**config.mk**
```make
export PLATFORM = sky130hd
export DESIGN_NAME = wb_arb2
export DESIGN_NICKNAME = d
export VERILOG_FILES = /design/src/rtl/wb_arb2.sv
export SDC_FILE = /design/constraint.sdc
export NUM_CORES = 1
export LEC_CHECK = 0
export CAP_MARGIN = 30
export CORE_AREA = 3 3 121 123
export DETAILED_ROUTE_END_ITERATION = 10
export DIE_AREA = 0 0 124 126
export PLACE_DENSITY = 0.61
export SLEW_MARGIN = 5
export SYNTH_ARGS = -nofsm -noshare
export SYNTH_HDL_FRONTEND = slang
export SYNTH_SLANG_ARGS = --single-unit
```
**constraint.sdc**
```tcl
create_clock -name clk -period 4.3 [get_ports clk]
set_clock_uncertainty 0.05 [all_clocks]
set_input_delay 0.645 -clock clk [delete_from_list [all_inputs] [get_ports clk]]
set_output_delay 0.645 -clock clk [all_outputs]
set_load 0.01 [all_outputs]
```
**src/rtl/wb_arb2.sv**
```systemverilog
// wb_arb2: two-master Wishbone arbiter with bus lock, round-robin and stall watchdog
// Ports:
//   clk, rst (async, active-low)
//   m0_*/m1_*  master-side Wishbone (adr/dat/sel/we/cyc/stb in; dat/ack/err out)
//   s_*        slave-side Wishbone (adr/dat/sel/we/cyc/stb out; dat/ack/err in)
module wb_arb2 #(
  parameter int TIMEOUT = 255,
  parameter int CNT_W   = 8
) (
  input  logic        clk,
  input  logic        rst,
  input  logic [31:0] m0_adr_i,
  input  logic [31:0] m0_dat_i,
  output logic [31:0] m0_dat_o,
  input  logic [3:0]  m0_sel_i,
  input  logic        m0_we_i,
  input  logic        m0_cyc_i,
  input  logic        m0_stb_i,
  output logic        m0_ack_o,
  output logic        m0_err_o,
  input  logic [31:0] m1_adr_i,
  input  logic [31:0] m1_dat_i,
  output logic [31:0] m1_dat_o,
  input  logic [3:0]  m1_sel_i,
  input  logic        m1_we_i,
  input  logic        m1_cyc_i,
  input  logic        m1_stb_i,
  output logic        m1_ack_o,
  output logic        m1_err_o,
  output logic [31:0] s_adr_o,
  output logic [31:0] s_dat_o,
  input  logic [31:0] s_dat_i,
  output logic [3:0]  s_sel_o,
  output logic        s_we_o,
  output logic        s_cyc_o,
  output logic        s_stb_o,
  input  logic        s_ack_i,
  input  logic        s_err_i
);
  typedef enum logic [1:0] {IDLE, OWN0, OWN1} state_t;
  localparam logic [CNT_W-1:0] LP_LIM = CNT_W'(TIMEOUT == 0 ? 0 : TIMEOUT - 1);
  localparam bit LP_EN = TIMEOUT != 0;
  state_t r_state, w_next;
  logic r_last;
  logic [CNT_W-1:0] r_cnt;
  logic w_own0, w_own1, w_stall, w_fire;
  always_ff @(posedge clk or negedge rst) begin
    if (!rst) begin
      r_state <= IDLE;
      r_last  <= 1'b1;
      r_cnt   <= '0;
    end else begin
      r_state <= w_next;
      if (r_state == OWN0 && !m0_cyc_i) r_last <= 1'b0;
      if (r_state == OWN1 && !m1_cyc_i) r_last <= 1'b1;
      r_cnt <= (!w_stall || w_next != r_state || w_fire) ? '0 :
               (r_cnt == '1) ? r_cnt : r_cnt + CNT_W'(1);
    end
  end
  // On a simultaneous request in IDLE the master that did not own the bus last wins.
  always_comb begin
    w_next = r_state;
    w_own0 = r_state == OWN0;
    w_own1 = r_state == OWN1;
    w_next = w_own0 ? (m0_cyc_i ? OWN0 : IDLE) :
             w_own1 ? (m1_cyc_i ? OWN1 : IDLE) :
             (m0_cyc_i && m1_cyc_i) ? (r_last ? OWN0 : OWN1) :
             m0_cyc_i ? OWN0 : m1_cyc_i ? OWN1 : IDLE;
    s_adr_o = w_own1 ? m1_adr_i : w_own0 ? m0_adr_i : '0;
    s_dat_o = w_own1 ? m1_dat_i : w_own0 ? m0_dat_i : '0;
    s_sel_o = w_own1 ? m1_sel_i : w_own0 ? m0_sel_i : '0;
    s_we_o  = (w_own1 & m1_we_i)  | (w_own0 & m0_we_i);
    s_cyc_o = (w_own1 & m1_cyc_i) | (w_own0 & m0_cyc_i);
    s_stb_o = (w_own1 & m1_stb_i) | (w_own0 & m0_stb_i);
  end
  // A stall is a strobe the slave has not terminated; an ack in the firing cycle suppresses the error.
  assign w_stall  = s_stb_o & ~s_ack_i & ~s_err_i;
  assign w_fire   = LP_EN && w_stall && r_cnt == LP_LIM;
  assign m0_dat_o = s_dat_i;
  assign m1_dat_o = s_dat_i;
  assign m0_ack_o = s_ack_i & w_own0 & m0_stb_i;
  assign m1_ack_o = s_ack_i & w_own1 & m1_stb_i;
  assign m0_err_o = (s_err_i | w_fire) & w_own0 & m0_stb_i;
  assign m1_err_o = (s_err_i | w_fire) & w_own1 & m1_stb_i;
endmodule

```
**Yosys cells after proc, flatten, opt, wreduce, memory -nomap -nowiden**

Cells that the tools add are included.

- Reduce and logical (&&, ||, !) cells: 10
- Mux-type cells: 17
- Eq/ne operators: 6
- Bitwise logic cells: 22
- $add $sub $neg: 1

Operators with widths:

| cell | number |
|---|---|
| $mux 32 | 4 |
| $and 1x1->1 | 16 |
| $eq 8x8->1 const B | 2 |
| $mux 8 | 2 |
| $mux 2 | 6 |
| $add 8x1->8 const B | 1 |
| $mux 4 | 2 |
| $logic_and 1x1->1 | 4 |
| $or 1x1->1 | 4 |
| $logic_not 1->1 | 3 |
| $mux 1 | 3 |
| $eq 2x1->1 const B | 1 |
| $eq 2x2->1 const B | 1 |
| $logic_or 1x1->1 | 2 |
| $ne 2x2->1 | 1 |
| $ne 2x2->1 const B | 1 |
| $not 1->1 | 2 |
| $reduce_bool 2->1 | 1 |

- Output and inout bits: 139
- Flip-flop bits (word level): 11

**Logic depth before layout (Yosys ltp)**

- Depth in word-level cells: 9
- Gate-level depth with buffers: 5

**Least setup slack after synthesis**

OpenSTA, ideal clock, no wires.

- Kind: reg2out
- Start point: register r_state[0]
- End point: output port m1_err_o
- Path slack: 2385 ps
- Data required time: 3605 ps
- Arrival time: 1220 ps
- Stages on the path, launching flop included: 5
- Cell sequence: dfrtp_1 > and2b_1 > buf_4 > clkbuf_1 > and3_1

- Word-level cells in the longest chain between the ends: 9
- Elaborated cells on any way between the ends: 11

RTL lines:

| what | RTL line | text |
|---|---|---|
| from (decl) | 43 | `state_t r_state, w_next;` |
| from (signal assigned) | 53 | `r_state <= w_next;` |
| $eq 2x2->1 / $eq 2x1->1 (equally long branches) | 64, 63 |  |
| $and 1x1->1 | 74 | `s_stb_o = (w_own1 & m1_stb_i) \| (w_own0 & m0_stb_i);` |
| $or 1x1->1 | 74 |  |
| $and 1x1->1 (2 in series) | 77 | `assign w_stall = s_stb_o & ~s_ack_i & ~s_err_i;` |
| $logic_and 1x1->1 | 78 | `assign w_fire = LP_EN && w_stall && r_cnt == LP_LIM;` |
| $or 1x1->1 | 84 | `assign m1_err_o = (s_err_i \| w_fire) & w_own1 & m1_stb_i;` |
| $and 1x1->1 * (2 in series) | 84 |  |
| to (decl) | 29 | `output logic m1_err_o,` |

Mark *: on every way between the ends. The rest lies on a longest branch, timed or not.

**Final worst setup path**

- Start point: register r_state[1]
- End point: output port s_cyc_o

- Word-level cells in the longest chain between the ends: 3
- Elaborated cells on any way between the ends: 5

RTL lines:

| what | RTL line | text |
|---|---|---|
| $eq 2x2->1 / $eq 2x1->1 (equally long branches) | 64, 63 |  |
| $and 1x1->1 | 73 | `s_cyc_o = (w_own1 & m1_cyc_i) \| (w_own0 & m0_cyc_i);` |
| $or 1x1->1 * | 73 |  |
| to (decl) | 35 | `output logic s_cyc_o,` |

Marks and branches as above.

==> metrics <==
Root Driver clkbuf_16; Worst Hold Class reg -> reg; leakage 1.45 nW; Pwr Density 290 nW/µm²; Initial DRC Count 55; HP Start r_last$_DFFE_PN1P_; Die Width 124 µm; Unique masters post-synth 33; area taken by multi-input logic gates 1010 µm²; design area 3840 µm²; hold_ws 0.468 ns; Setup TNS 0 ns; slack of the critical path 1.16 ns; synthesized instance count 220; total die area 15600 µm²; Post-synth top cells 69 x a22o_1, 66 x buf_4, 14 x clkbuf_1; max-slew violation count 0; Routed WL per cell 17.0 µm; Setup crit start r_state[1]$_DFF_PN0_; Port-buffer cells 220; Chip Height 126 µm; # setup viols final 0; count leader, synth a22o_1; # hold bufs at CTS 0; worst path arrival time 2.45 ns; met3 usage 0.0260; Starting Density 0.133; total CTS buffers 3; Post-synth EDFFs 0; CTS max path bufs 2; yosys warns 0; area delta synth->final 109%; Setup CP Type reg -> out; Most used DFF post-synth dfrtp_1; Area contributors post-synth a22o_1 33%, buf_4 27%, dfrtp_1 14%; r2r startpoint r_state[1]$_DFF_PN0_; R2R depth 5; unrepaired setup endpoints after global routing false; Clock Pin Slew Worst Setup and Hold Paths 0.04 ns; Seq/Total Area, Yosys 0.150; Post-DRT Antenna Nets 0; worst rel slew slack 0.598; layout cells sized above 1 0.0436; max cap viols 0; Crit Path Max Fanout 29; largest net degree at the start of global routing 53; Slew @ Worst Pin 0.602 ns; final net count 548; drt via density 4.10; aggregate global-route resource usage 0.103; FMAX 318 MHz; crit path time final 3.14 ns; DRT Pass-1 Iters 4; met2 Use GR 0.199; GR Util met1 0.113; Post-Syn Nets 400; std cell rows 43; Routability Congestion 0.756; Fillers 1475; share of the synthesized area in the top cell type 0.329; vias in the first global route 2282; hold path depth 2; global-route wire length before repair 12.5 mm; Avg Inst Size Synth 8.35 µm²; sequential cell area 277 µm²; CTS H-tree depth 1; CP Launch Type flip-flop; grt ovf 0; Post-synth ARST share 1.00; initial antenna violation count 0; Post-CTS Resized 0; clock latency at the later pin of the worst-skew pair 0.23 ns; register bit total from synthesis 11; CTS tree built; drt drc 0; clk sinks 11; Hold Fails Final Rpt 0; Post-Place Setup Slack 1.31 ns; area of placed instances 3760 µm²; cell count after placement 543; WP data required 3.61 ns; GR peak layer met2; via count 2244; post-DP HPWL 7.70 mm; I/O pins 317; maximum VDD drop 0.125 mV; Synth area leader a22o_1; Worst setup EP type output port; Mapped Area 1840 µm²; Final Non-Filler Cells 547; WL final 9.30 mm; Core ar. 13800 µm²; crit share post-route 0.731; # diodes 0; total setup buffers inserted after CTS 0; status completed
-- power by group --
group | internal [mW] | switching (mW)
combinational | 0.494 | 0.326
clock | 0.124 | 0.0410
sequential | 0.117 | 0.0121
total | 0.734 | 0.379
-- cells in the final DEF (no fill, tap or decap), types with 3 or more instances in the layout --
cell / count
nand3_1: 3
clkbuf_16: 3
nor2_1: 9
nand2_1: 7
clkdlybuf4s50_1: 220
nand4_1: 3
and3_1: 5
dfrtp_1: 10
o21ai_0: 3
a22o_1: 69
-- path summary, 6_finish.rpt --
path	endpoint	slack (ns)
worst max-delay path	s_cyc_o	1.16
worst min-delay path	r_last$_DFFE_PN1P_	0.47
worst max register to register	r_cnt[2]$_DFFE_PN0P_	2.12
worst min register to register	r_last$_DFFE_PN1P_	0.47
max in group asynchronous	r_last$_DFFE_PN1P_	3.16
min in group asynchronous	r_cnt[3]$_DFFE_PN0P_	0.69
-- registers in the layout (all words and copies together) (netlist names) --
register  cells
r_cnt         8
r_state       2
r_last        1
-- final cells by class --
type / instances / area share
repair buffers: 223 / 0.583
multi-input cells: 127 / 0.264
flip-flops and latches: 11 / 0.0720
well taps: 180 / 0.0587
clock buffers: 4 / 0.0205
inverters: 2 / 0.00196
-- routing by layer --
layer	wire (µm)	vias up
met5	0	-
met4	62	0
met3	1140	10
met2	4880	157
met1	3220	1022
li1	-	1055
-- through the flow --
stage          power, mW  utilization
6_report            1.11        0.279
5_1_grt             1.18        0.279
4_1_cts             1.14        0.279
3_5_place_dp       0.960        0.273
3_3_place_gp       0.955        0.273
2_1_floorplan      0.521            -
-- critical path, stage by stage (launching register included) --
cell,delay [ns]
dfrtp_1,0.47
and2b_2,0.55
buf_4,0.38
and2_4,0.21
a21o_1,0.08
clkdlybuf4s50_1,0.53
-- cells by family (layout without fill, tap and decap cells) --
logic type | after synthesis | after routing | share of synthesized area
flip-flops | 11 | 11 | 0.150
AO/OA/AOI/OAI | 82 | 82 | 0.393
AND/OR/NAND/NOR | 37 | 37 | 0.109
multiplexers | 2 | 2 | 0.0109
XOR/XNOR | 2 | 2 | 0.00953
buffers and inverters | 82 | 229 | 0.302
adder cells (fa/ha/maj) | 4 | 4 | 0.0245
(Power assumes the default switching activity.)
